### src/rtl/mux8_arbiter.sv
// ---------------------------------------------------------------------------
// mux8_arbiter
//
// Round-robin arbiter for eight requesters sharing one 8:1 datapath mux.
// A winner is picked in IDLE by scanning upward from the requester after the
// last owner, then holds the grant in GRANT until it signals done or drops
// its request. One IDLE cycle always separates consecutive grants.
//
// Optional feature (macro ARB_TIMEOUT_EN):
//   When defined, an owner is forcibly released after HOLD_MAX cycles in
//   GRANT and timeout pulses for one cycle. When undefined, there is no
//   hold counter and timeout is tied low.
//
// Parameters:
//   HOLD_MAX  maximum cycles one owner may hold the grant (timeout build only)
//
// Ports:
//   clk       rising-edge clock
//   reset_n   asynchronous active-low reset, released synchronously
//   req[7:0]  request per requester, bit i = requester i
//   done      owner finished its transaction; only looked at in GRANT
//   gnt[7:0]  registered one-hot grant, zero when nobody owns the mux
//   state[2:0] registered mux select = index of current or last owner
//   busy      registered, high while in GRANT
//   timeout   registered one-cycle pulse on a forced release
// ---------------------------------------------------------------------------
module mux8_arbiter #(
  parameter int HOLD_MAX = 16
) (
  input  logic       clk,
  input  logic       reset_n,
  input  logic [7:0] req,
  input  logic       done,
  output logic [7:0] gnt,
  output logic [2:0] state,
  output logic       busy,
  output logic       timeout
);

  typedef enum logic [0:0] {
    IDLE  = 1'b0,
    GRANT = 1'b1
  } fsm_e;

  fsm_e       fsm_q, fsm_d;
  logic [7:0] gnt_q, gnt_d;
  logic [2:0] sel_q, sel_d;
  logic [2:0] last_owner_q, last_owner_d;
  logic       busy_q, busy_d;

  logic [2:0] winner;
  logic [2:0] scan_idx;
  logic       release_now;

`ifdef ARB_TIMEOUT_EN
  localparam int CNT_W = (HOLD_MAX > 1) ? $clog2(HOLD_MAX) : 1;

  logic [CNT_W-1:0] cnt_q, cnt_d;
  logic             timeout_q, timeout_d;
  logic             hold_expired;

  assign hold_expired = (cnt_q == CNT_W'(HOLD_MAX - 1));
`else
  // HOLD_MAX has no effect without the timeout feature.
  if (HOLD_MAX < 1) begin : g_unused_hold_max
  end
`endif

  // Round-robin pick. Offsets are visited from farthest to nearest so the
  // nearest requester after the last owner is written last and wins. Offset
  // 8 wraps to 0, giving the last owner itself the lowest priority.
  always_comb begin
    winner   = last_owner_q;
    scan_idx = last_owner_q;
    for (int i = 8; i >= 1; i--) begin
      scan_idx = last_owner_q + 3'(i);
      if (req[scan_idx]) begin
        winner = scan_idx;
      end
    end
  end

  // A normal release is either an explicit done or the owner withdrawing.
  assign release_now = done | ~req[sel_q];

  // Next-state logic. sel (the mux select) is only rewritten on a new grant,
  // so the mux output stays on the released owner throughout IDLE.
  always_comb begin
    fsm_d        = fsm_q;
    gnt_d        = gnt_q;
    sel_d        = sel_q;
    last_owner_d = last_owner_q;
    busy_d       = busy_q;
`ifdef ARB_TIMEOUT_EN
    cnt_d        = cnt_q;
    timeout_d    = 1'b0;
`endif
    case (fsm_q)
      IDLE: begin
        gnt_d  = 8'h00;
        busy_d = 1'b0;
        if (|req) begin
          fsm_d        = GRANT;
          gnt_d        = 8'h01 << winner;
          sel_d        = winner;
          last_owner_d = winner;
          busy_d       = 1'b1;
`ifdef ARB_TIMEOUT_EN
          cnt_d        = '0;
`endif
        end
      end
      GRANT: begin
        if (release_now) begin
          fsm_d  = IDLE;
          gnt_d  = 8'h00;
          busy_d = 1'b0;
        end
`ifdef ARB_TIMEOUT_EN
        // A normal release in the same cycle takes precedence, so the
        // timeout pulse only fires when the owner is still holding on.
        else if (hold_expired) begin
          fsm_d     = IDLE;
          gnt_d     = 8'h00;
          busy_d    = 1'b0;
          timeout_d = 1'b1;
        end else begin
          cnt_d = cnt_q + 1'b1;
        end
`endif
      end
      default: begin
        fsm_d  = IDLE;
        gnt_d  = 8'h00;
        busy_d = 1'b0;
      end
    endcase
  end

  // State registers. last_owner resets to 7 so requester 0 is scanned first.
  always_ff @(posedge clk or negedge reset_n) begin
    if (!reset_n) begin
      fsm_q        <= IDLE;
      gnt_q        <= 8'h00;
      sel_q        <= 3'd0;
      last_owner_q <= 3'd7;
      busy_q       <= 1'b0;
`ifdef ARB_TIMEOUT_EN
      cnt_q        <= '0;
      timeout_q    <= 1'b0;
`endif
    end else begin
      fsm_q        <= fsm_d;
      gnt_q        <= gnt_d;
      sel_q        <= sel_d;
      last_owner_q <= last_owner_d;
      busy_q       <= busy_d;
`ifdef ARB_TIMEOUT_EN
      cnt_q        <= cnt_d;
      timeout_q    <= timeout_d;
`endif
    end
  end

  assign gnt   = gnt_q;
  assign state = sel_q;
  assign busy  = busy_q;
`ifdef ARB_TIMEOUT_EN
  assign timeout = timeout_q;
`else
  assign timeout = 1'b0;
`endif

endmodule

### config.mk
export PLATFORM = sky130hd
export DESIGN_NAME = mux8_arbiter
export DESIGN_NICKNAME = d
export VERILOG_FILES = /design/src/rtl/mux8_arbiter.sv
export SDC_FILE = /design/constraint.sdc
export NUM_CORES = 1
export LEC_CHECK = 0
export CORE_ASPECT_RATIO = 1.75
export CORE_MARGIN = 3
export CORE_UTILIZATION = 38
export CTS_CLUSTER_DIAMETER = 200
export CTS_CLUSTER_SIZE = 24
export DETAILED_ROUTE_END_ITERATION = 16
export REMOVE_ABC_BUFFERS = 1
export SLEW_MARGIN = 10
export SYNTH_ARGS = -nofsm -noshare
export SYNTH_HDL_FRONTEND = slang
export SYNTH_SLANG_ARGS = --single-unit
### constraint.sdc
create_clock -name clk -period 3.6 [get_ports clk]
set_input_delay 0.36 -clock clk [delete_from_list [all_inputs] [get_ports clk]]
set_output_delay 0.36 -clock clk [all_outputs]
set_load 0.05 [all_outputs]
==> results of run 1 <==
## metal layers
| metal | part of all wire [%] | vias up | track usage (%) |
|---|---|---|---|
| met3 | 1.7 | 8 | 1.81 |
| met4 | 1.7 | 0 | 4.78 |
| met5 | 0 | - | 0 |
| met2 | 59 | 28 | 35.5 |
| li1 | - | 652 | - |
| met1 | 37 | 701 | 22.1 |
## flip-flops by register name, indices dropped and copies added, names as in the netlist
name and flops:
state 3, last_owner_q 3, gnt 8, busy 1, fsm_q 1
## Yosys cell counts, types with 2 or more instances
cell type and number:
dfrtp_1 13, xnor2_1 3, o21ai_1 2, nand2_1 7
nor4_1 2, nor4b_1 2, buf_2 4, inv_1 7
mux4_1 2, nor3_1 4, mux2_2 8, a22o_1 6
ha_1 2, nand3_1 2, o21a_1 4, mux2i_1 10
nor3b_1 2, mux4_2 8, a22oi_1 4, dfstp_2 3
nor2_1 9, a21oi_1 4, o2111ai_1 3, o21ai_0 4
o211ai_1 3, and2_1 3, a31oi_1 2, clkbuf_1 3
nor2b_1 2
## critical path, cell delays in order, from the launching register on
cell,delay [ns]
dfstp_2,0.53
inv_1,0.09
ha_1,0.59
mux4_2,0.62
nor4b_1,0.17
a311o_1,0.32
nand4b_1,0.24
o2111ai_1,0.31
nor2_1,0.14
a22o_1,0.24
## worst paths after layout
path                                        startpoint                  to  slack [ns]  depth (start not counted)
max reg2reg                last_owner_q[1]$_DFFE_PN1P_  gnt[2]$_DFFE_PN0P_        0.24                          9
min in group asynchronous                      reset_n  gnt[1]$_DFFE_PN0P_        0.54                          1
max                        last_owner_q[1]$_DFFE_PN1P_  gnt[2]$_DFFE_PN0P_        0.24                          9
max in group asynchronous                      reset_n     fsm_q$_DFF_PN0_        2.62                          1
min                                   busy$_DFFE_PN0P_    busy$_DFFE_PN0P_        0.48                          1
min reg2reg                           busy$_DFFE_PN0P_    busy$_DFFE_PN0P_        0.48                          1
## area by class of cell
class	count	area share [%]
Multi-Input combinational cell	121	57.9
Sequential cell	16	21.3
Timing Repair Buffer	26	13.2
Tap cell	48	3.16
Clock buffer	4	2.90
Inverter	8	1.58
## metrics by stage
step | utilization (%) | hold slack (ns) | cells | setup WS, ns
after global placement | 46.8 | 0.465 | 219 | 0.326
after detailed placement | 46.8 | 0.469 | 219 | 0.263
after CTS | 48.2 | 0.490 | 223 | 0.265
final | 48.2 | 0.484 | 223 | 0.243
after global routing | 48.2 | 0.525 | 223 | 0.0620
after floorplan | - | 0.0644 | 145 | 0.323
## cell families (layout without fill, tap and decap cells)
| family | Yosys count | count (layout) | synth area share (%) |
|---|---|---|---|
| flip-flops | 16 | 16 | 25.4 |
| AND/OR/NAND/NOR | 37 | 37 | 12.2 |
| multiplexers | 30 | 30 | 29.0 |
| other | 1 | 1 | 0.236 |
| buffers and inverters | 18 | 38 | 5.28 |
| adder cells (fa/ha/maj) | 2 | 2 | 1.57 |
| XOR/XNOR | 4 | 4 | 2.68 |
| AO/OA/AOI/OAI | 47 | 47 | 23.6 |
==> impl_metrics.ini, run 1 <==
[finish]
final-seq-area_sq_um = 404
diodes = 0
mostFrequentLayoutCells = clkdlybuf4s50_1, dfrtp_1, mux2i_1
fin_nets = 189
fillerInstances = 395
stdcell_area_sq_mm = 0.00190
drive_gt1_share_pct = 20.0
multi_input_area_sq_mm = 0.00110
layout_commonest_cell = clkdlybuf4s50_1
area_delta_synth_final_pct = 19.6

[sta]
finalHoldViolCount = 0
rsz0062_at_grt = no
period_needed_ns = 3.36
relSlewSlack_pct = 35.1
fmax_mhz = 298
clock-skew-final_ns = 0.00251
worst_slew_pin_slew_ns = 0.974
setup_tns_ns = 0
slew_violations = 0
post-route-period-util_pct = 93.3
setup_viol = 0

[clock_tree]
postCtsSetupRepairBufs = 0
clock_latency_ns = 0.25
clk_pin_slew_ns = 0.06
cts_resized = 0
cts_buffers = 3
clockBufferDepth = 2
ctsHoldBuffers = 0
cts_tree = done
cts.sinks = 16
htree_levels = 1
root_buffer = clkbuf_8

[detailed_routing]
wl_microns = 4460
ant_nets = 0
wl_per_cell_microns = 20.0
drc = 0
vias = 1389
viasPerCell = 6.23
drt-initial-drc-count = 30
firstDrtPassIters = 4

[worst_setup_path]
critPathLaunchType = flop
crit_type = reg2reg
crit_arrival_ns = 3.49
cp_max_fo = 13
crit_required_ns = 3.73
critPathCaptureType = flop

[placed_design]
portBuffers = 22
routabilityCongestion = 0.883
post_dp_cell_area_sq_mm = 0.00185
hpwl_microns = 3530

[outcome]
status = finished, final reports clean

[global_route]
overflow = 0
antenna_found_initial = 0
grt_pass1_vias = 1409
grt_max_degree = 29
grt_pass1_wl_microns = 7180
grt_usage_pct = 19.3

[logic_synthesis]
synth_cell_types = 56
avgSynthCellArea_sq_um = 10.3
syn-instance-count = 155
synth-edff-count = 0
synth_top_flop_cell = dfrtp_1
ys_warn_count = 0
synth.cell_area_sq_mm = 0.00159
synthTopCellsByArea = dfrtp_1, mux4_2, mux2i_1, mux2_2, dfstp_2
postSynth.asyncResetShare_pct = 100
synth_top_area_share_pct = 20.5
synth_area_leader_cell = dfrtp_1
yosys_register_bits = 16
seq_area_frac_synth_pct = 25.4

[die]
die_h_microns = 91.5
core_area_sq_mm = 0.00394
start_util_pct = 40.3
fp.dieW_microns = 54.9
dieArea_sq_mm = 0.00502
num_rows = 30
io_pins = 24

[job]
maxCapViolations = 0

[hold_path]
holdCritPathClass = reg2reg
Power of run 1 is not shown: default switching activity piles up to over one toggle a cycle in this logic, so the estimate is an artifact.
==> run 2: changes to the inputs <==
--- a/config.mk
+++ b/config.mk
@@ -13,2 +13,3 @@
 export DETAILED_ROUTE_END_ITERATION = 16
+export RECOVER_POWER = 25
 export REMOVE_ABC_BUFFERS = 1
==> constraint.sdc (replaced) <==
create_clock -name clk -period 3.6 [get_ports clk]
set_input_delay 0.72 -clock clk [delete_from_list [all_inputs] [get_ports clk]]
set_output_delay 0.72 -clock clk [all_outputs]
set_load 0.05 [all_outputs]
==> impl_metrics.ini, run 2 (synthesized netlist as in run 1, its figures left out) <==
[sta]
period_needed_ns = 3.17
post-route-period-util_pct = 88.1
fmax_mhz = 315
setup_tns_ns = 0
rsz0062_at_grt = no
setup_viol = 0
final.setup.worst_slack_ns = 0.429
relSlewSlack_pct = 28.4
worst_slew_pin_slew_ns = 1.07
slew_violations = 0
finalHoldViolCount = 0
clock-skew-final_ns = 0.00326
whs_ns = 0.496

[worst_setup_path]
cp_slowest_stage_delay_ns = 0.53
critPathCaptureType = flop
crit_arrival_ns = 3.31
path_cells = inv_1 > ha_1 > buf_4 > mux4_2 > mux2_4 > and2_1 > a311oi_1 > o211a_1 > nor2_1 > a22o_1
path_delay_family = compound AO/OA/AOI/OAI gates
slowest_stage = dfstp_2
cp_num_buf_inv = 2
crit_required_ns = 3.74
crit_type = reg2reg
rrSetupSlack_ns = 0.43
cp_max_fo = 8
critPathLaunchType = flop

[detailed_routing]
drt-initial-drc-count = 44
vias = 1392
wl_microns = 4360
wl_per_cell_microns = 19.6
viasPerCell = 6.27
ant_nets = 0
firstDrtPassIters = 4
drc = 0

[die]
core_area_sq_mm = 0.00394
start_util_pct = 40.3
fp.dieW_microns = 54.9
dieArea_sq_mm = 0.00502
die_h_microns = 91.5
io_pins = 24
num_rows = 30

[global_route]
grt_usage_pct = 19.3
antenna_found_initial = 0
grt_max_degree = 29
overflow = 0
grt_pass1_vias = 1482
grt_pass1_wl_microns = 7310

[clock_tree]
cts_tree = done
clock_latency_ns = 0.25
postCtsSetupRepairBufs = 0
root_buffer = clkbuf_8
cts_resized = 0
cts_buffers = 3
clockBufferDepth = 2
htree_levels = 1
cts.sinks = 16
ctsHoldBuffers = 0
clk_pin_slew_ns = 0.06

[placed_design]
portBuffers = 22
routabilityCongestion = 0.845
hpwl_microns = 3450
place_ws_ns = 0.217

[finish]
fin_nets = 188
mostFrequentLayoutCells = clkdlybuf4s50_1, dfrtp_1, mux2i_1
diodes = 0
layout_commonest_cell = clkdlybuf4s50_1
largest_register_ffs = 8
drive_gt1_share_pct = 19.5
utilization_pct = 48.0
area_delta_synth_final_pct = 19.1

[outcome]
status = finished, final reports clean

[job]
maxCapViolations = 0

[hold_path]
holdCritPathClass = reg2reg
==> run 2: cell types whose count changed in the layout (fill, tap and decap cells not counted), sizes merged <==
| cell | change |
|---|---|
| buf | -1 |
| clkdlybuf4s50 | -1 |
| dlygate4sd3 | +1 |
==> run 2: through the flow <==
stage	cells	cell area (sq um)
after floorplan	145	1540
after global placement	218	1840
after detailed placement	218	1840
after CTS	222	1890
after global routing	222	1890
final	222	1890
==> run 2: layer usage <==
metal	track usage [%]	up-vias	part of all wire [%]
met5	0	-	0
met4	6.24	0	2.8
met3	1.64	10	2.2
met2	34.7	34	57
met1	22.4	692	38
li1	-	656	-
==> run 2: worst reg2reg max path, delay by kind of cell, from the launching register on <==
family | cells | cell delay, ns
buffers and inverters | 2 | 0.33
AOI/OAI and AO/OA | 3 | 0.80
adders and majority gates | 1 | 0.46
muxes | 2 | 0.69
and+or+nand+nor | 2 | 0.25
DFF | 1 | 0.53
==> run 2: final timing paths <==
path                                                  start  cells past startpoint                    to
worst min register to register             busy$_DFFE_PN0P_                      1      busy$_DFFE_PN0P_
worst max-delay path            last_owner_q[1]$_DFFE_PN1P_                     10    gnt[0]$_DFFE_PN0P_
min in group asynchronous                           reset_n                      1    gnt[1]$_DFFE_PN0P_
worst min-delay path                       busy$_DFFE_PN0P_                      1      busy$_DFFE_PN0P_
max in group asynchronous                           reset_n                      1  state[0]$_DFFE_PN0P_
worst max register to register  last_owner_q[1]$_DFFE_PN1P_                     10    gnt[0]$_DFFE_PN0P_
==> run 2: final cells by class <==
| cell class | instances | area, sq um |
|---|---|---|
| sequential | 16 | 404 |
| timing repair buffer | 25 | 243 |
| tap | 48 | 60.1 |
| inverter | 8 | 30.0 |
| fill | 385 | 2050 |
| clock buffer | 4 | 55.1 |
| multi-input combinational | 121 | 1100 |
Power of run 2 is left out for the same reason.
